--- src/rtl/bios_burst_sink.sv ---
// Consumer end of the BIOS download handshake: bursts a half-buffer into a line buffer,
// then commits it word by word to memory. Optional checksum: BIOS_BURST_SINK_CHECKSUM_EN.
module bios_burst_sink #(
    parameter int unsigned       BURST     = 32,
    parameter int unsigned       ADDR_W    = 18,
    parameter logic [ADDR_W-1:0] BASE_ADDR = 18'h3F000
) (
    input  logic              clk_sdr,
    input  logic              reset_n,
    input  logic              load_start,
    input  logic              bios_wr,
    input  logic [15:0]       bios_din,
    output logic              bios_req,
    output logic              mem_we,
    output logic [ADDR_W-1:0] mem_addr,
    output logic [15:0]       mem_dout,
    input  logic              mem_ack,
    output logic              busy,
    output logic [15:0]       words_done
`ifdef BIOS_BURST_SINK_CHECKSUM_EN
    ,
    output logic [15:0]       checksum,
    output logic              sum_valid
`endif
);

    localparam int unsigned      CNT_W = (BURST > 1) ? $clog2(BURST) : 1;
    localparam logic [CNT_W-1:0] LAST  = CNT_W'(BURST - 1);

    typedef enum logic [2:0] {StIdle, StFetch, StDrain, StWaitClr, StWrite} state_t;

    state_t            r_state;
    logic [CNT_W-1:0]  r_cnt;
    logic [CNT_W-1:0]  r_wptr;
    logic [CNT_W-1:0]  r_rptr;
    logic [1:0]        r_vld;
    logic [15:0]       r_din;
    logic              r_drain;
    logic              r_ld_pend;
    logic              r_bios_req;
    logic              r_mem_we;
    logic [ADDR_W-1:0] r_mem_addr;
    logic [15:0]       r_mem_dout;
    logic [15:0]       r_words_done;
    logic [15:0]       r_buf [BURST];

    logic              w_ack;
    logic              w_last_ack;
    logic              w_ld_ok;
    logic              w_clr;
    logic [CNT_W-1:0]  w_rptr_nxt;
    logic [CNT_W-1:0]  w_rd_idx;
    logic [15:0]       w_rd_data;

    assign w_ack      = (r_state == StWrite) && r_mem_we && mem_ack;
    assign w_last_ack = w_ack && (r_rptr == LAST);
    assign w_ld_ok    = (r_state == StIdle) || (r_state == StWaitClr);
    // A latched load_start lands on the same edge that re-enters IDLE.
    assign w_clr      = (load_start && w_ld_ok) || (w_last_ack && (r_ld_pend || load_start));
    assign w_rptr_nxt = r_rptr + 1'b1;
    assign w_rd_idx   = (r_state == StWrite) ? w_rptr_nxt : '0;
    assign w_rd_data  = r_buf[w_rd_idx];

    always_ff @(posedge clk_sdr) begin
        if (!reset_n) begin
            r_state    <= StIdle;
            r_cnt      <= '0;
            r_wptr     <= '0;
            r_rptr     <= '0;
            r_vld      <= 2'b00;
            r_drain    <= 1'b0;
            r_ld_pend  <= 1'b0;
            r_bios_req <= 1'b0;
            r_mem_we   <= 1'b0;
            r_mem_dout <= 16'h0000;
        end else begin
            // Producer answers a request one cycle late; data is sampled one edge after that.
            r_vld <= {r_vld[0], r_bios_req};
            if (r_vld[1]) r_wptr <= r_wptr + 1'b1;
            if (w_clr) r_ld_pend <= 1'b0;
            else if (load_start) r_ld_pend <= 1'b1;
            unique case (r_state)
                StIdle: begin
                    if (bios_wr) begin
                        r_state    <= StFetch;
                        r_bios_req <= 1'b1;
                        r_cnt      <= '0;
                        r_wptr     <= '0;
                    end
                end
                StFetch: begin
                    if (r_cnt == LAST) begin
                        r_bios_req <= 1'b0;
                        r_drain    <= 1'b0;
                        r_state    <= StDrain;
                    end else begin
                        r_cnt <= r_cnt + 1'b1;
                    end
                end
                StDrain: begin
                    if (r_drain) r_state <= StWaitClr;
                    else r_drain <= 1'b1;
                end
                StWaitClr: begin
                    if (!bios_wr) begin
                        r_state    <= StWrite;
                        r_rptr     <= '0;
                        r_mem_we   <= 1'b1;
                        r_mem_dout <= w_rd_data;
                    end
                end
                StWrite: begin
                    if (w_ack) begin
                        if (r_rptr == LAST) begin
                            r_mem_we <= 1'b0;
                            r_state  <= StIdle;
                        end else begin
                            r_rptr     <= w_rptr_nxt;
                            r_mem_dout <= w_rd_data;
                        end
                    end
                end
                default: r_state <= StIdle;
            endcase
        end
    end

    always_ff @(posedge clk_sdr) begin
        r_din <= bios_din;
        if (r_vld[1]) r_buf[r_wptr] <= r_din;
    end

    always_ff @(posedge clk_sdr) begin
        if (!reset_n || w_clr) begin
            r_mem_addr   <= BASE_ADDR;
            r_words_done <= 16'h0000;
        end else if (w_ack) begin
            r_mem_addr <= r_mem_addr + 1'b1;
            if (r_words_done != 16'hFFFF) r_words_done <= r_words_done + 1'b1;
        end
    end

`ifdef BIOS_BURST_SINK_CHECKSUM_EN
    logic [15:0] r_checksum;

    always_ff @(posedge clk_sdr) begin
        if (!reset_n || w_clr) r_checksum <= 16'h0000;
        else if (w_ack) r_checksum <= r_checksum + r_mem_dout;
    end

    assign checksum  = r_checksum;
    assign sum_valid = (r_state == StIdle) && (r_words_done != 16'h0000);
`endif

    assign bios_req   = r_bios_req;
    assign mem_we     = r_mem_we;
    assign mem_addr   = r_mem_addr;
    assign mem_dout   = r_mem_dout;
    assign busy       = (r_state != StIdle);
    assign words_done = r_words_done;

endmodule

--- config.mk ---
export PLATFORM = sky130hd
export DESIGN_NAME = bios_burst_sink
export DESIGN_NICKNAME = d
export VERILOG_FILES = /design/src/rtl/bios_burst_sink.sv
export SDC_FILE = /design/constraint.sdc
export NUM_CORES = 1
export LEC_CHECK = 0
export BUFFER_PORTS_ARGS = -buffer_cell sky130_fd_sc_hd__buf_2
export CAP_MARGIN = 20
export CORE_ASPECT_RATIO = 1.75
export CORE_MARGIN = 2
export CORE_UTILIZATION = 40
export DETAILED_ROUTE_END_ITERATION = 8
export GPL_ROUTABILITY_DRIVEN = 0
export HOLD_SLACK_MARGIN = 0.15
export SLEW_MARGIN = 30
export SYNTH_ARGS = -nofsm -noshare
export SYNTH_HDL_FRONTEND = slang
export SYNTH_SLANG_ARGS = --single-unit
--- constraint.sdc ---
create_clock -name clk_sdr -period 6 [get_ports clk_sdr]
set_input_delay 1.2 -clock clk_sdr [delete_from_list [all_inputs] [get_ports clk_sdr]]
set_output_delay 1.2 -clock clk_sdr [all_outputs]
set_load 0.02 [all_outputs]
==> qor.csv, run 1 <==
stage,metric,value,unit
power,switching_share,22.3,%
yosys,syn_nets,1688,
floorplan,num_io_pins,74,
yosys,yosysSeqAreaShare,71.3,%
floorplan,die_w,189,µm
yosys,ys.flop_type,edfxtp_1,
worst_setup_path,critical_path_arrival,4.30,ns
global_routing,gr-total-overflow,0,
worst_setup_path,crit_type,flop to flop,
worst_setup_path,cp_common_cell,nor3_1,
sta,worst_slew_pin_slew,1.05,ns
sta,maxSlewViolCount,0,
global_routing,antenna_found_initial,0,
floorplan,floorplan.die_area,62300,µm²
yosys,ys_top_cells_by_count,"512 x edfxtp_1, 117 x nand2_1, 107 x nor2_1",
yosys,synth_seq_cells,602,
worst_setup_path,cpPeakStageDelay,0.75,ns
worst_setup_path,path_depth,9,
finish,synthToLayoutAreaGrowth,14.2,%
worst_setup_path,critical_path.cell_chain,ha_4 -> and3_1 -> ha_1 -> nor4b_1 -> nand2_1 -> nor3_1 -> nand2_2 -> nor3_1 -> a221o_1,
worst_setup_path,endpoint,mem_dout[15]$_SDFFE_PN0P_,
cts,cts_sinks,602,
worst_setup_path,startpoint_type,flop,
power,pwr-share-clk,40.8,%
finish,fin_area,27500,µm²
floorplan,start_util,40.2,%
flow_run,maxCapViolations,0,
placed_design,hpwl,44.2,mm
finish,final_cells,2588,
yosys,synth-edff-count,512,
worst_setup_path,cp.buffers_inverters,0,
route,routed_wl,68.5,mm
floorplan,die_h,329,µm
sta,finalClockSkew,0.0223,ns
finish,drive_gt1_share,17.2,%
worst_setup_path,r2r-end,mem_dout[15]$_SDFFE_PN0P_,
power,p_per_area,314,nW/µm²
route,routed-via-count,15004,
power,peakVddDrop,0.000233,V
route,ant_nets,0,
route,avgRoutedWirePerCell,26.5,µm
placed_design,place_area,25700,µm²
global_routing,grt_use_total,21.7,%
placed_design,post-place-cells,2485,
yosys,yosysWarnings,0,
sta,fin_crit_sh,62.7,%
placed_design,placement.io_buffers,73,
worst_setup_path,startpoint,r_rptr[0]$_SDFFE_PN0P_,
sta,relSlewSlack,28.9,%
cts,post_cts.repair.setup_buffers,0,
worst_setup_path,cp_max_fo,29,
sta,max_freq,0.266,GHz
cts,cts_buffers,54,
cts,cts_resized,0,
floorplan,num_rows,119,
sta,setup_viol_count_final,0,
yosys,synth_most_common_cell,edfxtp_1,
worst_setup_path,cp_slowest_cell,nor3_1,
cts,cts_tree,done,
yosys,netlist_top_cells_area,"edfxtp_1 64%, dfxtp_1 7.5%, mux2i_1 4.3%",
sta,hold_slack,0.468,ns
sta,setup_tns,0,ns
power,combPwrFrac,5.1,%
power,p_sw,1.92,mW
route,drt-pass1-iter-count,6,
cts,ctsHoldBuffers,0,
yosys,synthCells,1657,
worst_setup_path,r2r_start,r_rptr[0]$_SDFFE_PN0P_,
worst_setup_path,cp_top_family,simple AND/OR/NAND/NOR gates,
cts,h-tree-depth,2,
yosys,yosysTopAreaCellShare,63.8,%
global_routing,grt_pass1_vias,14984,
floorplan,core,59900,µm²
outcome,status,"complete, no violations",
worst_setup_path,reg2reg_depth,9,
power,leakagePower,8.98,nW
worst_setup_path,worstPathRequired,6.54,ns
cts,path_clk_slew,0.07,ns
global_routing,grt_start_max_net_pins,81,
yosys,async_flop_share,0,%
route,drtIter0Drc,1164,
yosys,yosys.area.top_type,edfxtp_1,
hold_path,hp-class,flop to flop,
worst_setup_path,cp-end-kind,flop,
sta,period_needed,3.76,ns
yosys,synth_area,24100,µm²
finish,finalNetCount,1787,
sta,hold_violations,0,
power,power_frac_seq,54.1,%
cts,clock_path_buffers,3,
cts,cts-root-buf,clkbuf_16,
yosys,avgSynthCellArea,14.5,µm²
sta,rsz0062_at_grt,false,
worst_setup_path,r2r_slack,2.24,ns
route,viasPerCell,5.80,
power,cellInternalPower,6.71,mW
global_routing,grt_pass1_wl,98.0,mm
cts,clk_latency,0.61,ns
route,drc,0,
yosys,yosysUniqueCellTypes,75,
## stage by stage
step	utilization (%)	setup WS [ns]	total power [mW]
finish	45.9	2.24	8.64
detailed placement	42.9	2.33	5.20
global placement	42.8	2.31	5.19
global route	45.9	2.05	8.88
CTS	45.9	2.30	8.69
floorplan	-	3.37	5.00
## layer usage
| metal | routed length (µm) | vias to the layer above | part of all wire [%] | track usage (%) |
|---|---|---|---|---|
| li1 | - | 6607 | - | - |
| met1 | 23400 | 7594 | 34 | 22.6 |
| met2 | 36500 | 598 | 53 | 40.4 |
| met3 | 3380 | 205 | 4.9 | 2.49 |
| met4 | 5270 | 0 | 7.7 | 15.4 |
| met5 | 0 | - | 0 | 0 |
## cell families (layout without fill, tap and decap cells)
group | count (synthesis) | count (layout) | share of synthesized area, %
xor+xnor | 37 | 37 | 1.35
flops | 602 | 602 | 71.3
buf+inv | 111 | 255 | 2.05
compound gates | 349 | 349 | 9.68
mux | 149 | 149 | 6.97
fa+ha+maj | 10 | 10 | 0.520
simple gates | 399 | 399 | 8.10
other cells | 0 | 1 | 0
## power groups by stage
stage	registers, mW	logic (mW)	clock network, mW
CTS	4.67	0.441	3.58
detailed placement	4.76	0.439	0
floorplan	4.74	0.266	0
finish	4.67	0.441	3.53
global placement	4.76	0.431	0
global route	4.67	0.470	3.74
## tightest hold or removal path, delay by kind of cell (launching register included)
kind / cells / cell delay, ns
AOI/OAI and AO/OA: 1 / 0.05
buffers and inverters: 1 / 0.05
DFF: 1 / 0.31
## cell type report
cell class                      instances  area, µm²
Fill cell                            5272      32400
Sequential cell                       602      17200
Multi-Input combinational cell        944       6590
Clock buffer                           68       1460
Tap cell                              786        983
Timing Repair Buffer                  140        901
Clock inverter                         33        337
Inverter                               14       52.6
Antenna cell                            1       2.50
## layout by cell type (no fill, tap or decap), types with 9 or more instances in the layout
cell type / Yosys / layout
inv_1: 13 / 13
o22ai_1: 20 / 20
xnor2_1: 18 / 16
nand4_1: 16 / 16
mux2_2: 30 / 30
mux2i_1: 104 / 104
clkbuf_1: 48 / 10
edfxtp_1: 512 / 512
or3_1: 19 / 19
clkinv_1: 1 / 10
a22oi_1: 9 / 9
nor2b_1: 11 / 11
a32oi_1: 14 / 14
a211oi_1: 49 / 44
o211ai_1: 18 / 18
nand2b_1: 17 / 17
o21ai_0: 72 / 71
a21oi_1: 72 / 72
and2_1: 17 / 17
mux4_2: 11 / 11
nand2_1: 117 / 117
nor3_2: 3 / 14
o221ai_1: 17 / 17
nand3_1: 26 / 26
buf_2: 38 / 73
buf_4: 0 / 65
dfxtp_1: 90 / 86
nor3_1: 32 / 21
clkbuf_16: 0 / 55
nor2_1: 107 / 105
xor2_1: 19 / 19
ha_1: 10 / 9
## worst min-delay path by stage
stage,from,to,cells past startpoint,slack (ns)
2_1_floorplan,r_vld[0]$_SDFF_PN0_,r_vld[1]$_SDFF_PN0_,1,0.41
3_3_place_gp,r_drain$_SDFFE_PN0P_,r_drain$_SDFFE_PN0P_,2,0.46
3_5_place_dp,r_rptr[4]$_SDFFE_PN0P_,r_rptr[4]$_SDFFE_PN0P_,2,0.46
4_1_cts,r_rptr[4]$_SDFFE_PN0P_,r_rptr[4]$_SDFFE_PN0P_,2,0.47
5_1_grt,r_rptr[4]$_SDFFE_PN0P_,r_rptr[4]$_SDFFE_PN0P_,2,0.49
6_report,r_rptr[4]$_SDFFE_PN0P_,r_rptr[4]$_SDFFE_PN0P_,2,0.47
## flip-flops by register name, summed over array words and instances, names as in the netlist
name,count
r_rptr,5
r_drain,1
mem_addr,18
bios_req,1
mem_we,1
r_wptr,5
r_din,16
words_done,16
r_vld,2
r_ld_pend,1
r_buf,512
r_state,3
r_cnt,5
mem_dout,16
Note: power is estimated with default switching activity, not from simulation.
==> run 2, diff against run 1 <==
==> constraint.sdc (replaced) <==
create_clock -name clk_sdr -period 3.19 [get_ports clk_sdr]
set_input_delay 0.638 -clock clk_sdr [delete_from_list [all_inputs] [get_ports clk_sdr]]
set_output_delay 0.638 -clock clk_sdr [all_outputs]
set_load 0.02 [all_outputs]
==> qor.csv, run 2 (same netlist as run 1, synthesis figures left out) <==
stage,metric,value,unit
sta,period_needed,2.77,ns
finish,drive_gt1_share,18.1,%
global_routing,grt_use_total,20.9,%
power,p_total,16.3,mW
floorplan,num_rows,119,
flow_run,maxCapViolations,0,
cts,clk_latency,0.60,ns
worst_setup_path,worstPathRequired,3.75,ns
route,ant_nets,0,
worst_setup_path,startpoint_type,flop,
worst_setup_path,cp-end-kind,flop,
sta,hold_violations,0,
global_routing,grt_pass1_vias,14959,
finish,largest_reg_flops,512,
cts,cts-root-buf,clkbuf_16,
sta,setup_tns,0,ns
sta,setup_viol_count_final,0,
sta,fin_crit_sh,86.7,%
route,routed-via-count,14931,
cts,cts_buffers,55,
placed_design,place_area,26000,µm²
sta,rsz0062_at_grt,false,
worst_setup_path,critical_path_arrival,3.32,ns
cts,cts_sinks,602,
route,viasPerCell,5.67,
hold_path,hp-class,input pin to flop,
sta,relSlewSlack,36.7,%
placed_design,hpwl,42.3,mm
global_routing,gr-total-overflow,0,
route,drc,0,
global_routing,grt_pass1_wl,95.4,mm
finish,fin_area,28000,µm²
sta,max_freq,0.362,GHz
floorplan,floorplan.die_area,62300,µm²
finish,synthToLayoutAreaGrowth,16.1,%
route,avgRoutedWirePerCell,24.9,µm
cts,clock_path_buffers,3,
finish,antennaDiodeCount,0,
cts,h-tree-depth,2,
finish,mostFrequentLayoutCells,"512 x edfxtp_1, 117 x nand2_1, 106 x nor2_1, 104 x mux2i_1, 89 x buf_4",
finish,finalNetCount,1835,
power,combPwrFrac,5.7,%
route,routed_wl,65.5,mm
global_routing,antenna_found_initial,0,
power,leakagePower,9.23,nW
sta,worst_slew_pin_slew,0.948,ns
power,p_sw,3.64,mW
worst_setup_path,crit_type,flop to flop,
power,cellInternalPower,12.7,mW
finish,final_common_cell,edfxtp_1,
power,p_per_area,584,nW/µm²
floorplan,core,59900,µm²
sta,maxSlewViolCount,0,
finish,largest_register,r_buf,
power,pwr-share-clk,41.0,%
floorplan,die_h,329,µm
cts,cts_resized,0,
power,peakVddDrop,0.000391,V
placed_design,placement.io_buffers,73,
power,power_frac_seq,53.2,%
floorplan,num_io_pins,74,
worst_setup_path,cp_max_fo,10,
floorplan,die_w,189,µm
cts,path_clk_slew,0.07,ns
route,drtIter0Drc,1227,
sta,finalClockSkew,0.0140,ns
global_routing,grt_start_max_net_pins,73,
route,drt-pass1-iter-count,5,
power,switching_share,22.3,%
outcome,status,"complete, no violations",
cts,cts_tree,done,
floorplan,start_util,40.2,%
[run 2: stage by stage]
stage / hold WS, ns / utilization (%) / instances / worst slack [ns]
2_1_floorplan: 0.412 / - / 1657 / 0.649
3_3_place_gp: 0.462 / 43.4 / 2517 / 0.433
3_5_place_dp: 0.471 / 43.4 / 2517 / 0.439
4_1_cts: 0.253 / 46.7 / 2634 / 0.381
5_1_grt: 0.313 / 46.7 / 2634 / 0.246
6_report: 0.277 / 46.7 / 2634 / 0.424
[run 2: cell type report]
type | instances | area, µm²
clock buffer | 66 | 1460
tap | 786 | 983
inverter | 14 | 52.6
sequential | 602 | 17200
multi-input combinational | 944 | 6560
timing repair buffer | 187 | 1370
clock inverter | 35 | 354
fill | 5183 | 31900
[run 2: final timing paths]
kind	slack, ns	depth (start not counted)	endpoint	start
hold reg to reg	0.48	2	r_drain$_SDFFE_PN0P_	r_drain$_SDFFE_PN0P_
hold / removal	0.28	3	r_ld_pend$_SDFFE_PP0P_	load_start
setup reg to reg	0.42	10	mem_dout[9]$_SDFFE_PN0P_	r_rptr[0]$_SDFFE_PN0P_
setup / recovery	0.42	10	mem_dout[9]$_SDFFE_PN0P_	r_rptr[0]$_SDFFE_PN0P_
[run 2: repair_timing]
| item | CTS | global route |
|---|---|---|
| setup buffers | 0 | 0 |
| endpoints found under the hold margin | 16 | 0 |
| hold buffers | 16 | 0 |
[run 2: power groups by stage]
| stage | registers, mW | clock network (mW) | logic, mW |
|---|---|---|---|
| finish | 8.70 | 6.70 | 0.936 |
| CTS | 8.70 | 6.82 | 0.935 |
| detailed placement | 8.87 | 0 | 0.917 |
| global route | 8.70 | 7.07 | 1.01 |
| global placement | 8.87 | 0 | 0.892 |
| floorplan | 8.91 | 0 | 0.501 |
[run 2: worst max-delay path, cell delays in order, from the launching register on]
cell and delay [ns]:
dfxtp_4 0.38, ha_4 0.18, and3_1 0.18, ha_1 0.26, nor4b_1 0.35, buf_4 0.20, a21oi_1 0.09, nor3_2 0.23
buf_4 0.25, o311a_1 0.42, or3_1 0.16
[run 2: metal layers]
metal	share of wire, %	track usage, %	routed length, µm	up-vias
met5	0	0	0	-
met4	6.6	13.1	4340	0
met3	4.5	2.38	2970	162
met2	53	38.5	34900	514
met1	36	22.6	23300	7550
li1	-	-	-	6705
==> run 3, diff against run 2 <==
--- a/config.mk
+++ b/config.mk
@@ -10,9 +10,11 @@
 export CORE_ASPECT_RATIO = 1.75
 export CORE_MARGIN = 2
 export CORE_UTILIZATION = 40
+export CTS_CLUSTER_DIAMETER = 150
 export DETAILED_ROUTE_END_ITERATION = 8
 export GPL_ROUTABILITY_DRIVEN = 0
 export HOLD_SLACK_MARGIN = 0.15
+export SETUP_SLACK_MARGIN = 0.5
 export SLEW_MARGIN = 30
 export SYNTH_ARGS = -nofsm -noshare
 export SYNTH_HDL_FRONTEND = slang
==> qor.csv, run 3 (same netlist as run 1, synthesis figures left out) <==
stage,metric,value,unit
hold_path,hp-class,input pin to flop,
finish,largest_reg_flops,512,
cts,h-tree-depth,2,
floorplan,die_h,329,µm
worst_setup_path,cp_max_fo,59,
worst_setup_path,cp_slowest_cell,or4b_4,
global_routing,gr-total-overflow,0,
cts,cts_buffers,55,
worst_setup_path,worstPathRequired,3.64,ns
finish,largest_register,r_buf,
outcome,status,"complete, no violations",
floorplan,floorplan.die_area,62300,µm²
route,ant_nets,0,
placed_design,post-place-cells,2517,
sta,hold_violations,0,
finish,mostFrequentLayoutCells,"512 x edfxtp_1, 115 x nand2_1, 104 x nor2_1, 104 x mux2i_1, 98 x buf_4",
worst_setup_path,startpoint_type,flop,
sta,max_freq,0.373,GHz
finish,final_common_cell,edfxtp_1,
hold_path,hold_end,r_ld_pend$_SDFFE_PP0P_,
power,p_total,16.4,mW
floorplan,core,59900,µm²
cts,cts-root-buf,clkbuf_16,
finish,final_cells,2648,
power,leakagePower,9.33,nW
worst_setup_path,reg2reg_depth,7,
global_routing,grt_pass1_vias,14969,
sta,worst_slew_pin_slew,0.945,ns
cts,clk_latency,0.61,ns
finish,utilization,47.1,%
worst_setup_path,cp_common_cell,o211ai_1,
route,viasPerCell,5.69,
cts,clock_path_buffers,3,
sta,maxSlewViolCount,0,
placed_design,hpwl,42.3,mm
route,routed_wl,66.1,mm
worst_setup_path,r2r_slack,0.51,ns
placed_design,placement.io_buffers,73,
sta,period_needed,2.68,ns
floorplan,die_w,189,µm
sta,finalClockSkew,0.0152,ns
route,routed-via-count,15067,
global_routing,grt_pass1_wl,95.6,mm
cts,cts_sinks,602,
hold_path,hp-start,load_start,
floorplan,start_util,40.2,%
sta,relSlewSlack,37.0,%
route,drc,0,
finish,synthToLayoutAreaGrowth,17.0,%
floorplan,num_rows,119,
power,p_per_area,580,nW/µm²
cts,cts_tree,done,
worst_setup_path,cp-end-kind,flop,
cts,path_clk_slew,0.07,ns
flow_run,maxCapViolations,0,
worst_setup_path,r2r_start,r_rptr[0]$_SDFFE_PN0P_,
route,drt-pass1-iter-count,5,
route,avgRoutedWirePerCell,25.0,µm
hold_path,holdPathStages,3,
sta,rsz0062_at_grt,true,
worst_setup_path,cpPeakStageDelay,0.69,ns
sta,setup_tns,0,ns
finish,drive_gt1_share,19.2,%
worst_setup_path,critical_path_arrival,3.13,ns
global_routing,antenna_found_initial,0,
power,peakVddDrop,0.000396,V
worst_setup_path,cp_top_family,compound AO/OA/AOI/OAI gates,
worst_setup_path,cp.buffers_inverters,1,
sta,fin_crit_sh,84.1,%
finish,antennaDiodeCount,0,
global_routing,grt_start_max_net_pins,73,
worst_setup_path,critical_path.cell_chain,or4b_4 -> buf_12 -> mux2_2 -> o2111ai_1 -> o211ai_1 -> o211ai_1 -> o221ai_1,
worst_setup_path,crit_type,flop to flop,
worst_setup_path,r2r-end,mem_dout[8]$_SDFFE_PN0P_,
finish,finalNetCount,1849,
route,drtIter0Drc,1223,
sta,setup_viol_count_final,0,
global_routing,grt_use_total,20.9,%
floorplan,num_io_pins,74,
run 3: changes by cell type in the layout (fill, tap and decap cells not counted), sizes merged:
cell,change
buf,+13
clkbuf,+1
run 3: cell type report:
class	instances	area, µm²
Clock buffer	66	1460
Clock inverter	35	354
Fill cell	5163	31700
Inverter	14	52.6
Multi-Input combinational cell	944	6620
Sequential cell	602	17200
Tap cell	786	983
Timing Repair Buffer	201	1530
run 3: timing repair:
item | in CTS | in global routing
hold endpoints to repair | 16 | 0
resized for setup | 10 | 9
gates cloned | 0 | 1
endpoints found under the setup margin | 15 | 23
hold buffers | 16 | 0
pin swaps | 1 | 8
buffers inserted | 3 | 10
run 3: through the flow:
| stage | worst slack (ns) | cell area [µm²] | hold WS [ns] |
|---|---|---|---|
| floorplan | 0.649 | 24100 | 0.412 |
| global placement | 0.433 | 26000 | 0.462 |
| detailed placement | 0.439 | 26000 | 0.471 |
| CTS | 0.493 | 28000 | 0.253 |
| global route | 0.468 | 28200 | 0.313 |
| finish | 0.507 | 28200 | 0.278 |
run 3: worst max path at each step:
stage | from | end | slack, ns | cells after the start
2_1_floorplan | r_vld[1]$_SDFF_PN0_ | r_buf[3][0]$_DFFE_PP_ | 0.65 | 4
3_3_place_gp | r_state[2]$_SDFFE_PN0P_ | mem_dout[9]$_SDFFE_PN0P_ | 0.43 | 7
3_5_place_dp | r_rptr[1]$_SDFFE_PN0P_ | mem_dout[12]$_SDFFE_PN0P_ | 0.44 | 9
4_1_cts | r_rptr[0]$_SDFFE_PN0P_ | mem_dout[11]$_SDFFE_PN0P_ | 0.49 | 10
5_1_grt | r_rptr[1]$_SDFFE_PN0P_ | mem_dout[11]$_SDFFE_PN0P_ | 0.47 | 7
6_report | r_rptr[0]$_SDFFE_PN0P_ | mem_dout[8]$_SDFFE_PN0P_ | 0.51 | 7
run 3: report_power, final:
part	total [mW]	internal, mW	switching [mW]
sequential	8.70	8.61	0.0854
clock	6.71	3.76	2.94
combinational	0.943	0.321	0.623
total	16.4	12.7	3.65
run 3: tightest hold or removal path, cell delays in order:
cell and delay, ns:
buf_2 0.09, nor2_1 0.04, nor2_1 0.08
run 3: layer usage:
metal  GRT usage (%)  share of wire [%]  wire [µm]  vias to the layer above
li1                -                  -          -                     6735
met1            22.6                 35      23100                     7599
met2            38.4                 53      35300                      573
met3            2.51                5.0       3310                      160
met4            13.4                6.6       4340                        0
met5               0                  0          0                        -
